File: src/rtl/text_buffer_pkg.sv
// text_buffer_pkg: shared constants and state encoding for the text_buffer slice.
//   - control-code values interpreted by the character writer
//   - t_tb_state: FSM state encoding (CLEAR_ALL, IDLE, CLEAR_ROW)
package text_buffer_pkg;

    localparam int CHR_LF        = 'h0A;
    localparam int CHR_CR        = 'h0D;
    localparam int CHR_BS        = 'h08;
    localparam int CHR_FF        = 'h0C;
    localparam int CHR_PRINT_MIN = 'h20;
    localparam int CHR_PRINT_MAX = 'h7E;

    typedef enum logic [1:0] {
        CLEAR_ALL = 2'd0,
        IDLE      = 2'd1,
        CLEAR_ROW = 2'd2
    } t_tb_state;

endpackage

File: src/rtl/text_buffer_if.sv
// text_buffer_if: character write stream (valid/ready) into the text buffer.
//   in_char         character code from the writer
//   in_char_valid   in_char valid, held until accepted
//   out_char_ready  buffer accepts in_char this cycle
// Modports: master = character source, slave = text_buffer.
interface text_buffer_if #(
    parameter int CHAR_BITS = 7
) ();
    logic [CHAR_BITS-1:0] in_char;
    logic                 in_char_valid;
    logic                 out_char_ready;

    modport master (output in_char, output in_char_valid, input  out_char_ready);
    modport slave  (input  in_char, input  in_char_valid, output out_char_ready);
endinterface

File: src/rtl/text_buffer_ram.sv
// text_buffer_ram: simple dual-port character RAM, one write port and one
// registered read port, read-first on same-address collisions.
//   clk, rst        clock; rst only initialises the read register to FILL
//   we/waddr/wdata  write port
//   raddr/rdata     read port, rdata valid one cycle after raddr
// Out-of-range read addresses return FILL.
module text_buffer_ram #(
    parameter int             DEPTH = 240,
    parameter int             AW    = 8,
    parameter int             DW    = 7,
    parameter logic [DW-1:0]  FILL  = '0
) (
    input  logic          clk,
    input  logic          rst,
    input  logic          we,
    input  logic [AW-1:0] waddr,
    input  logic [DW-1:0] wdata,
    input  logic [AW-1:0] raddr,
    output logic [DW-1:0] rdata
);
    logic [DW-1:0] mem [DEPTH];

    always_ff @(posedge clk) begin
        if (we) mem[waddr] <= wdata;
    end

    // Non-blocking read of mem gives the pre-write value on a collision.
    always_ff @(posedge clk) begin
        if (rst)                    rdata <= FILL;
        else if (raddr < AW'(DEPTH)) rdata <= mem[raddr];
        else                        rdata <= FILL;
    end
endmodule

File: src/rtl/text_buffer.sv
// text_buffer: character RAM for the serial-LCD text screen.
// Write side takes a cursor-driven character stream (printables, LF, CR, BS,
// FF); read side maps tile (x,y) to the stored char with one-cycle latency.
// Ports:
//   in_clk, in_rst          clock, synchronous active-high reset
//   wr (text_buffer_if)     in_char / in_char_valid / out_char_ready
//   in_tile_x, in_tile_y    read tile coordinates
//   out_char                char at tile, registered
//   out_cursor_x/_y         current cursor (logical row)
//   out_busy                a clear is in progress
// Build option: TEXT_BUFFER_SCROLL_EN -- newline on the last row scrolls the
// screen (row offset advances); otherwise the cursor wraps to row 0.
module text_buffer
    import text_buffer_pkg::*;
#(
    parameter int                   COLS      = 30,
    parameter int                   ROWS      = 8,
    parameter int                   CHAR_BITS = 7,
    parameter logic [CHAR_BITS-1:0] FILL_CHAR = 7'h20
) (
    input  logic                      in_clk,
    input  logic                      in_rst,
    text_buffer_if.slave              wr,
    input  logic [$clog2(COLS)-1:0]   in_tile_x,
    input  logic [$clog2(ROWS)-1:0]   in_tile_y,
    output logic [CHAR_BITS-1:0]      out_char,
    output logic [$clog2(COLS)-1:0]   out_cursor_x,
    output logic [$clog2(ROWS)-1:0]   out_cursor_y,
    output logic                      out_busy
);
    localparam int XW    = $clog2(COLS);
    localparam int YW    = $clog2(ROWS);
    localparam int DEPTH = COLS * ROWS;
    localparam int AW    = $clog2(DEPTH);

    localparam logic [1:0] S_CLEAR_ALL = CLEAR_ALL;
    localparam logic [1:0] S_IDLE      = IDLE;
    localparam logic [1:0] S_CLEAR_ROW = CLEAR_ROW;

    localparam logic [YW:0]   ROWS_W   = (YW+1)'(ROWS);
    localparam logic [AW-1:0] LAST_ALL = AW'(DEPTH - 1);
    localparam logic [AW-1:0] LAST_ROW = AW'(COLS - 1);

    logic [1:0]    state;
    logic [AW-1:0] cnt;
    logic [XW-1:0] cur_x;
    logic [YW-1:0] cur_y;
    logic [YW-1:0] offset;
    logic [YW-1:0] clr_row;

    // Logical row -> physical row by compare-and-subtract, then linear address.
    function automatic logic [AW-1:0] map_addr(input logic [XW-1:0] x,
                                               input logic [YW-1:0] y,
                                               input logic [YW-1:0] off);
        logic [YW:0] row;
        row = {1'b0, y} + {1'b0, off};
        if (row >= ROWS_W) row = row - ROWS_W;
        return AW'(row) * AW'(COLS) + AW'(x);
    endfunction

    logic xfer, is_print, is_lf, is_cr, is_bs, is_ff, x_last, y_last, nl;

    always_comb begin
        wr.out_char_ready = (state == S_IDLE) && !in_rst;
        xfer     = wr.in_char_valid && wr.out_char_ready;
        is_print = (wr.in_char >= CHAR_BITS'(CHR_PRINT_MIN)) &&
                   (wr.in_char <= CHAR_BITS'(CHR_PRINT_MAX));
        is_lf    = (wr.in_char == CHAR_BITS'(CHR_LF));
        is_cr    = (wr.in_char == CHAR_BITS'(CHR_CR));
        is_bs    = (wr.in_char == CHAR_BITS'(CHR_BS));
        is_ff    = (wr.in_char == CHAR_BITS'(CHR_FF));
        x_last   = (cur_x == XW'(COLS - 1));
        y_last   = (cur_y == YW'(ROWS - 1));
        nl       = xfer && ((is_print && x_last) || is_lf);
    end

    // Write port: clears own the RAM outside IDLE; IDLE writes printables.
    logic                 we;
    logic [AW-1:0]        waddr;
    logic [CHAR_BITS-1:0] wdata;

    always_comb begin
        we    = 1'b0;
        waddr = cnt;
        wdata = FILL_CHAR;
        case (state)
            S_CLEAR_ALL: we = 1'b1;
            S_CLEAR_ROW: begin
                we    = 1'b1;
                waddr = AW'(clr_row) * AW'(COLS) + cnt;
            end
            S_IDLE: begin
                if (xfer && is_print) begin
                    we    = 1'b1;
                    waddr = map_addr(cur_x, cur_y, offset);
                    wdata = wr.in_char;
                end
            end
            default: ;
        endcase
    end

    always_ff @(posedge in_clk) begin
        if (in_rst) begin
            state   <= S_CLEAR_ALL;
            cnt     <= '0;
            cur_x   <= '0;
            cur_y   <= '0;
            offset  <= '0;
            clr_row <= '0;
        end else begin
            case (state)
                S_CLEAR_ALL: begin
                    if (cnt == LAST_ALL) begin
                        state <= S_IDLE;
                        cnt   <= '0;
                    end else begin
                        cnt <= cnt + 1'b1;
                    end
                end
                S_CLEAR_ROW: begin
                    if (cnt == LAST_ROW) begin
                        state <= S_IDLE;
                        cnt   <= '0;
                    end else begin
                        cnt <= cnt + 1'b1;
                    end
                end
                S_IDLE: begin
                    if (xfer && is_ff) begin
                        cur_x  <= '0;
                        cur_y  <= '0;
                        offset <= '0;
                        state  <= S_CLEAR_ALL;
                        cnt    <= '0;
                    end else if (xfer) begin
                        if (is_print)                  cur_x <= x_last ? '0 : cur_x + 1'b1;
                        else if (is_lf || is_cr)       cur_x <= '0;
                        else if (is_bs && cur_x != '0) cur_x <= cur_x - 1'b1;

                        if (nl) begin
                            if (!y_last) begin
                                cur_y <= cur_y + 1'b1;
                            end else begin
`ifdef TEXT_BUFFER_SCROLL_EN
                                // Old top physical row becomes the new bottom row.
                                offset  <= (offset == YW'(ROWS - 1)) ? '0 : offset + 1'b1;
                                clr_row <= offset;
`else
                                cur_y   <= '0;
                                clr_row <= '0;
`endif
                                state <= S_CLEAR_ROW;
                                cnt   <= '0;
                            end
                        end
                    end
                end
                default: begin
                    state <= S_CLEAR_ALL;
                    cnt   <= '0;
                end
            endcase
        end
    end

    text_buffer_ram #(
        .DEPTH (DEPTH),
        .AW    (AW),
        .DW    (CHAR_BITS),
        .FILL  (FILL_CHAR)
    ) u_ram (
        .clk   (in_clk),
        .rst   (in_rst),
        .we    (we),
        .waddr (waddr),
        .wdata (wdata),
        .raddr (map_addr(in_tile_x, in_tile_y, offset)),
        .rdata (out_char)
    );

    assign out_cursor_x = cur_x;
    assign out_cursor_y = cur_y;
    assign out_busy     = (state != S_IDLE) || in_rst;

endmodule

File: src/flat_wrapper.sv
// flat-port wrapper written by rule: the top's interface ports become plain ports
module text_buffer_flat import text_buffer_pkg::*;
#(
    parameter int                   COLS      = 30,
    parameter int                   ROWS      = 8,
    parameter int                   CHAR_BITS = 7,
    parameter logic [CHAR_BITS-1:0] FILL_CHAR = 7'h20
)
  (in_clk, in_rst, in_tile_x, in_tile_y, out_char, out_cursor_x, out_cursor_y, out_busy, wr_in_char, wr_in_char_valid, wr_out_char_ready);
  text_buffer_if #(.CHAR_BITS(CHAR_BITS)) wr_i ();
  input  logic in_clk;
  input  logic in_rst;
  input  logic [$clog2(COLS)-1:0] in_tile_x;
  input  logic [$clog2(ROWS)-1:0] in_tile_y;
  output logic [CHAR_BITS-1:0] out_char;
  output logic [$clog2(COLS)-1:0] out_cursor_x;
  output logic [$clog2(ROWS)-1:0] out_cursor_y;
  output logic out_busy;
  input wire logic [$bits(wr_i.in_char)-1:0] wr_in_char;
  input wire logic [$bits(wr_i.in_char_valid)-1:0] wr_in_char_valid;
  output wire logic [$bits(wr_i.out_char_ready)-1:0] wr_out_char_ready;
  assign wr_i.in_char = wr_in_char;
  assign wr_i.in_char_valid = wr_in_char_valid;
  assign wr_out_char_ready = wr_i.out_char_ready;
  text_buffer #(.COLS(COLS), .ROWS(ROWS), .CHAR_BITS(CHAR_BITS), .FILL_CHAR(FILL_CHAR)) u_core (.in_clk(in_clk), .in_rst(in_rst), .wr(wr_i), .in_tile_x(in_tile_x), .in_tile_y(in_tile_y), .out_char(out_char), .out_cursor_x(out_cursor_x), .out_cursor_y(out_cursor_y), .out_busy(out_busy));
endmodule
File: config.mk
export PLATFORM = sky130hd
export DESIGN_NAME = text_buffer_flat
export DESIGN_NICKNAME = d
export VERILOG_FILES = /design/src/rtl/text_buffer_pkg.sv /design/src/rtl/text_buffer_if.sv /design/src/rtl/text_buffer_ram.sv /design/src/rtl/text_buffer.sv /design/src/flat_wrapper.sv
export SDC_FILE = /design/constraint.sdc
export NUM_CORES = 1
export LEC_CHECK = 0
export BUFFER_PORTS_ARGS = -buffer_cell sky130_fd_sc_hd__buf_2
export CAP_MARGIN = 20
export CORE_MARGIN = 2
export CORE_UTILIZATION = 40
export CTS_CLUSTER_DIAMETER = 100
export CTS_CLUSTER_SIZE = 24
export DETAILED_ROUTE_END_ITERATION = 8
export PLACE_DENSITY = 0.56
export SLEW_MARGIN = 20
export SYNTH_ARGS = -nofsm -noshare
export SYNTH_HDL_FRONTEND = slang
export SYNTH_SLANG_ARGS = --single-unit
export TNS_END_PERCENT = 5
File: constraint.sdc
create_clock -name in_clk -period 8.1 [get_ports in_clk]
set_input_delay 0.81 -clock in_clk [delete_from_list [all_inputs] [get_ports in_clk]]
set_output_delay 0.81 -clock in_clk [all_outputs]
set_load 0.02 [all_outputs]
==> impl_metrics.ini, run 1 <==
[status]
run_status = finished clean

[timing]
final.setup_skew_ps = 37.7
finalWorstPathRequiredPeriod_ps = 6090
timing_max_transition_violations_final = 0
rsz0062_at_grt = false
tightestPinTransition_ps = 1260
finalHoldViolCount = 0
final-setup-viol-count = 0
tns_ps = 0
final_min_period_over_clock_period_pct = 75.2
postLayoutSetupSlackWorst_ps = 2010
max_freq_ghz = 0.164
max-slew-margin-rel_pct = 15.6

[finish]
finalInstanceArea_mm2 = 0.0729
final.fill_count = 14500
finalNetCount = 3329
layout.cells.non_filler = 5530
final_layout_size_suffix_gt1_share_pct = 21.4
areaGrowthSynthToFinish_pct = 7.63

[synthesis]
synth_edf_count = 1680
synthMostInstantiatedCell = edfxtp_1
postSynthRegisterBits = 1705
cell_area_after_technology_mapping_mm2 = 0.0677
synthDominantCellAreaShare_pct = 74.5
synthesis.instances = 3274
synth.lib_cells_used.distinct = 73
mappedNetlistNets = 3334
synthTopCellsByArea = edfxtp_1 75%, mux4_2 15%, nor2_1 1.6%, dfxtp_1 0.74%, ha_1 0.63%
post-synth-top-area-cell = edfxtp_1
synth.top_cells.by_count = 1680 x edfxtp_1, 462 x mux4_2, 293 x nor2_1
asyncSetResetFlopFracSynth_pct = 0
yosysWarnings = 0
synth_top_flop_cell = edfxtp_1
synth.yosys.seq_area_share_pct = 75.2
syn_area_per_cell_um2 = 20.7

[setup_path]
worstPathRequired_ps = 8450
cell_with_the_largest_stage_delay_on_the_worst_path = nand3_1
critical_path_arrival_ps = 6440
worstSetupStartpointType = flop
cp-end-kind = flop
critical_path_class = flop to flop
timing.critical_path.fanout_max = 16
critical_path.max_stage_delay_ps = 1030
critical_path.cell_chain = fa_1, ha_1, inv_1, fa_1, inv_1, ha_1, o21ai_0, a21oi_1, o211ai_1, a31oi_2, nand3_1, nor2_1

[detailed_routing]
detailroute.via_count = 32300
avgRoutedWirePerCell_um = 31.2
ant_nets = 0
drcViolationCount = 0
drtIter0Drc = 4067
detail_route.vias_per_cell = 5.85
drt_first_pass_iters = 6
routed_wirelength_mm = 173

[clock_tree]
cts_resized = 0
clock_tree_from_tritoncts = built
clock_insertion_delay_worst_skew_ps = 730
setup_repair_bufs_after_cts = 0
cts_hold_buf = 0
sinks_on_clock_net = 1705
clock_buffer_depth = 3
cts_inserted_buffers = 81
cts.root.buffer_cell = clkbuf_16
cts.htree.levels = 3
clkTransAtPathRegs_ps = 100

[grt]
gr-total-overflow = 0
first_global_vias = 32300
antenna_found_initial = 4
grt_use_total_pct = 19.8
grt_first_pass_wirelength_mm = 247
largest_net_degree_at_the_start_of_global_routing = 225

[placement]
io_buffer_count = 34
place.detailed.instances = 5401
placed_area_mm2 = 0.0705
dp.final_hpwl_mm = 101
gp_congestion = 0.855
detailedPlace.worstSlack_ps = 2020

[floorplan]
initial_utilization_pct = 40.1
ioPinCount = 35
core_region_area_mm2 = 0.169
fp.dieArea_mm2 = 0.173
die_height_um = 415
chipWidth_um = 415
total_number_of_placement_rows = 151

[power]
vdd.ir_drop.worst_mv = 0.153
p_per_area_mw_per_mm2 = 220
p_leak_nw = 25.4

[min_path]
hold_crit_class = primary input to flop

[flow_run]
drv_cap = 0
final timing paths:
kind,startpoint,to,slack (ps),cells after the start
min,in_rst,u_core.out_cursor_y[2]$_SDFFE_PP0P_,480,2
max,u_core.out_cursor_y[2]$_SDFFE_PP0P_,u_core.u_ram.mem[189][0]$_DFFE_PP_,2010,12
min reg2reg,u_core.cnt[4]$_SDFFE_PP0P_,u_core.cnt[4]$_SDFFE_PP0P_,590,2
max reg2reg,u_core.out_cursor_y[2]$_SDFFE_PP0P_,u_core.u_ram.mem[189][0]$_DFFE_PP_,2010,12
metal layers:
metal / part of all wire, % / vias to the layer above / GRT usage (%)
met5: 0.0075 / - / 0
met4: 2.3 / 2 / 5.12
met3: 5.4 / 162 / 2.27
met2: 49 / 1050 / 31.8
met1: 44 / 17700 / 29.0
li1: - / 13400 / -
flip-flops by register name, summed over array words and instances (netlist names):
signal	cells
u_core.state	2
u_core.out_cursor_y	3
u_core.cnt	8
u_core.out_cursor_x	5
u_core.u_ram.mem	1680
u_core.u_ram.rdata	7
power breakdown:
group	internal (W)	total (W)	switching (W)
clock network	0.00194	0.00462	0.00268
registers	0.00955	0.00959	0.0000389
logic	0.000562	0.00181	0.00125
total	0.0121	0.0160	0.00397
area by class of cell:
| cell class | instances | area, um2 | area share, % |
|---|---|---|---|
| diodes | 3 | 7.51 | 0.0103 |
| clock buffers | 115 | 2200 | 3.01 |
| clock inverters | 8 | 83.8 | 0.115 |
| inverters | 30 | 113 | 0.155 |
| multi-input cells | 1357 | 15900 | 21.8 |
| flip-flops and latches | 1705 | 50900 | 69.9 |
| well taps | 2218 | 2780 | 3.81 |
| repair buffers | 94 | 902 | 1.24 |
critical path, delay by kind of cell (launching register included):
family                   cells  cell delay [ps]
AO/OA/AOI/OAI                4             1520
adder cells (fa/ha/maj)      4             1650
AND/OR/NAND/NOR              2             1880
flip-flops                   1              530
buffers and inverters        2              110
cells in the final DEF, fill, tap and decap left out, drive strengths merged, types with 7 or more instances in the layout:
master	netlist	routed
a31oi	8	8
fa	8	8
ha	34	34
o211ai	7	7
nand2	110	110
a21oi	45	45
o22ai	7	7
and2	22	22
inv	30	33
nand4	23	23
a221oi	12	12
xor2	7	7
mux2	10	10
clkbuf	89	115
mux2i	33	33
xnor2	15	15
a311oi	7	7
a211oi	7	7
a22oi	48	48
mux4	462	462
nor3	13	13
dfxtp	25	25
edfxtp	1680	1680
nor2b	10	10
buf	93	94
nand3	51	51
o21ai	29	29
nand2b	7	7
nor2	293	293
through the flow:
step                total power (W)  util, %  hold WS (ps)
floorplan                    0.0108        -           488
CTS                          0.0161     43.1           432
detailed placement           0.0116     41.8           571
finish                       0.0160     43.2           475
global placement             0.0116     41.8           557
global route                 0.0165     43.2           461
cells by family (layout without fill, tap and decap cells):
logic type / Yosys count / in the layout / synth area share (%)
DFF: 1705 / 1705 / 75.2
and+or+nand+nor: 563 / 563 / 3.65
muxes: 505 / 505 / 16.0
AOI/OAI and AO/OA: 225 / 225 / 2.34
buffers and inverters: 212 / 247 / 1.58
adders and majority gates: 42 / 42 / 0.865
xor gates and xnor gates: 22 / 22 / 0.307
other: 0 / 3 / 0
(Power assumes the default switching activity.)
==> run 2: changes to the inputs <==
PLACE_DENSITY = 0.58   (was 0.56)
clock period = 5 ns   (was 8.1 ns; I/O delays follow)
==> run 2 against run 1 <==
Sequential share of layout area is 2.6 points lower; clock power up 63%; routed wire length increased by 0.82%; via count up 3.5%; critical endpoint is now u_core.u_ram.mem[182][3]$_DFFE_PP_; largest cell class unchanged; largest power group unchanged.
==> impl_metrics.ini, run 2 (same netlist as run 1, synthesis figures left out) <==
[setup_path]
worstPathRequired_ps = 5340
cp-end-kind = flop
worstSetupStartpointType = flop
timing.critical_path.fanout_max = 16
r2r_end = u_core.u_ram.mem[182][3]$_DFFE_PP_
endpoint = u_core.u_ram.mem[182][3]$_DFFE_PP_
critPathLaunch = u_core.out_cursor_y[0]$_SDFFE_PP0P_
critical_path_arrival_ps = 4780
r2r_slack_ps = 560
reg2reg_from = u_core.out_cursor_y[0]$_SDFFE_PP0P_
cell_depth_of_the_worst_flop_to_flop_path = 14
critical_path_class = flop to flop

[timing]
finalWorstPathRequiredPeriod_ps = 4440
max_freq_ghz = 0.225
final_min_period_over_clock_period_pct = 88.8
timing.hold.ws_ps = 244
tns_ps = 0
final.setup_skew_ps = 37.2
finalHoldViolCount = 0
max-slew-margin-rel_pct = 21.6
rsz0062_at_grt = false
tightestPinTransition_ps = 1170
timing_max_transition_violations_final = 0
final-setup-viol-count = 0

[placement]
gp_congestion = 0.851
dp.final_hpwl_mm = 111
io_buffer_count = 34

[power]
p_leak_nw = 27.4
p_per_area_mw_per_mm2 = 346
vdd.ir_drop.worst_mv = 0.264

[finish]
finalNetCount = 3689
layout_commonest_cell = edfxtp_1
multiInputGateArea_mm2 = 0.0158
largest_registers = u_core.u_ram.mem: 1680 flops, u_core.cnt: 8 flops, u_core.u_ram.rdata: 7 flops
top_register = u_core.u_ram.mem
areaGrowthSynthToFinish_pct = 11.8
final.fill_count = 14300
final_layout_size_suffix_gt1_share_pct = 29.0
register_area_mm2 = 0.0509
n_antenna_cell = 0
largest_register_ff_count = 1680
final_cell_mix = 1680 x edfxtp_1, 462 x mux4_2, 385 x buf_4

[floorplan]
total_number_of_placement_rows = 151
ioPinCount = 35
chipWidth_um = 415
fp.dieArea_mm2 = 0.173
core_region_area_mm2 = 0.169
die_height_um = 415
initial_utilization_pct = 40.1

[detailed_routing]
drt_first_pass_iters = 5
drcViolationCount = 0
routed_wirelength_mm = 174
detailroute.via_count = 33500
avgRoutedWirePerCell_um = 29.6
detail_route.vias_per_cell = 5.70
drtIter0Drc = 3872
ant_nets = 0

[grt]
grt_use_total_pct = 20.0
grt_first_pass_wirelength_mm = 248
gr-total-overflow = 0
first_global_vias = 33600
antenna_found_initial = 5
largest_net_degree_at_the_start_of_global_routing = 133

[clock_tree]
setup_repair_bufs_after_cts = 0
cts_inserted_buffers = 82
cts_resized = 0
cts_hold_buf = 0
cts.root.buffer_cell = clkbuf_16
clock_insertion_delay_worst_skew_ps = 730
clock_buffer_depth = 3
cts.htree.levels = 3
sinks_on_clock_net = 1705
clock_tree_from_tritoncts = built
clkTransAtPathRegs_ps = 100

[status]
run_status = finished clean

[flow_run]
drv_cap = 0

[min_path]
hold_crit_class = primary input to flop
run 2: how the worst min path moves through the flow:
stage                                       endpoint  depth (start not counted)  slack [ps]                  startpoint
after floorplan           u_core.cnt[4]$_SDFFE_PP0P_                          2         490  u_core.cnt[4]$_SDFFE_PP0P_
after global placement    u_core.cnt[4]$_SDFFE_PP0P_                          2         530  u_core.cnt[4]$_SDFFE_PP0P_
after detailed placement  u_core.cnt[4]$_SDFFE_PP0P_                          2         540  u_core.cnt[4]$_SDFFE_PP0P_
after CTS                 u_core.cnt[2]$_SDFFE_PP0P_                          3         200                      in_rst
after global routing      u_core.cnt[2]$_SDFFE_PP0P_                          3         240                      in_rst
final                     u_core.cnt[2]$_SDFFE_PP0P_                          3         240                      in_rst
run 2: per-stage QoR:
step / cell area [um2] / utilization, % / total power [W] / setup WS (ps) / instances
6_report: 75700 / 44.9 / 0.0262 / 562 / 5876
4_1_cts: 75700 / 44.9 / 0.0264 / 520 / 5876
5_1_grt: 75700 / 44.9 / 0.0269 / 180 / 5876
2_1_floorplan: 67700 / - / 0.0176 / 614 / 3274
3_5_place_dp: 73400 / 43.5 / 0.0190 / 179 / 5763
3_3_place_gp: 73400 / 43.5 / 0.0190 / 146 / 5763
run 2: per-layer routing:
metal / wire length [um] / share of wire, % / global-route usage, %
met1: 73300 / 42 / 28.0
met2: 86800 / 50 / 33.4
met3: 9550 / 5.5 / 2.32
met4: 4320 / 2.5 / 5.34
met5: 0 / 0 / 0
run 2: area by class of cell:
type | instances | area share, %
clock inverter | 9 | 0.157
timing repair buffer | 453 | 4.95
clock buffer | 104 | 2.88
tap | 2218 | 3.67
multi-input combinational | 1357 | 20.9
inverter | 30 | 0.149
sequential | 1705 | 67.3
run 2: worst max-delay path: stages (launching register included):
cell and delay [ps]:
dfxtp_1 460, fa_1 470, ha_1 350, inv_1 60
fa_1 480, inv_1 40, ha_1 310, o21ai_0 120
a21oi_1 300, o211ai_1 170, a31oi_1 240, buf_4 200
nand3_1 90, buf_4 230, nor2_1 530
run 2: power by group:
group	total (W)	switching (W)	internal, W
logic	0.00309	0.00198	0.00111
registers	0.0155	0.0000716	0.0155
clock network	0.00754	0.00442	0.00312
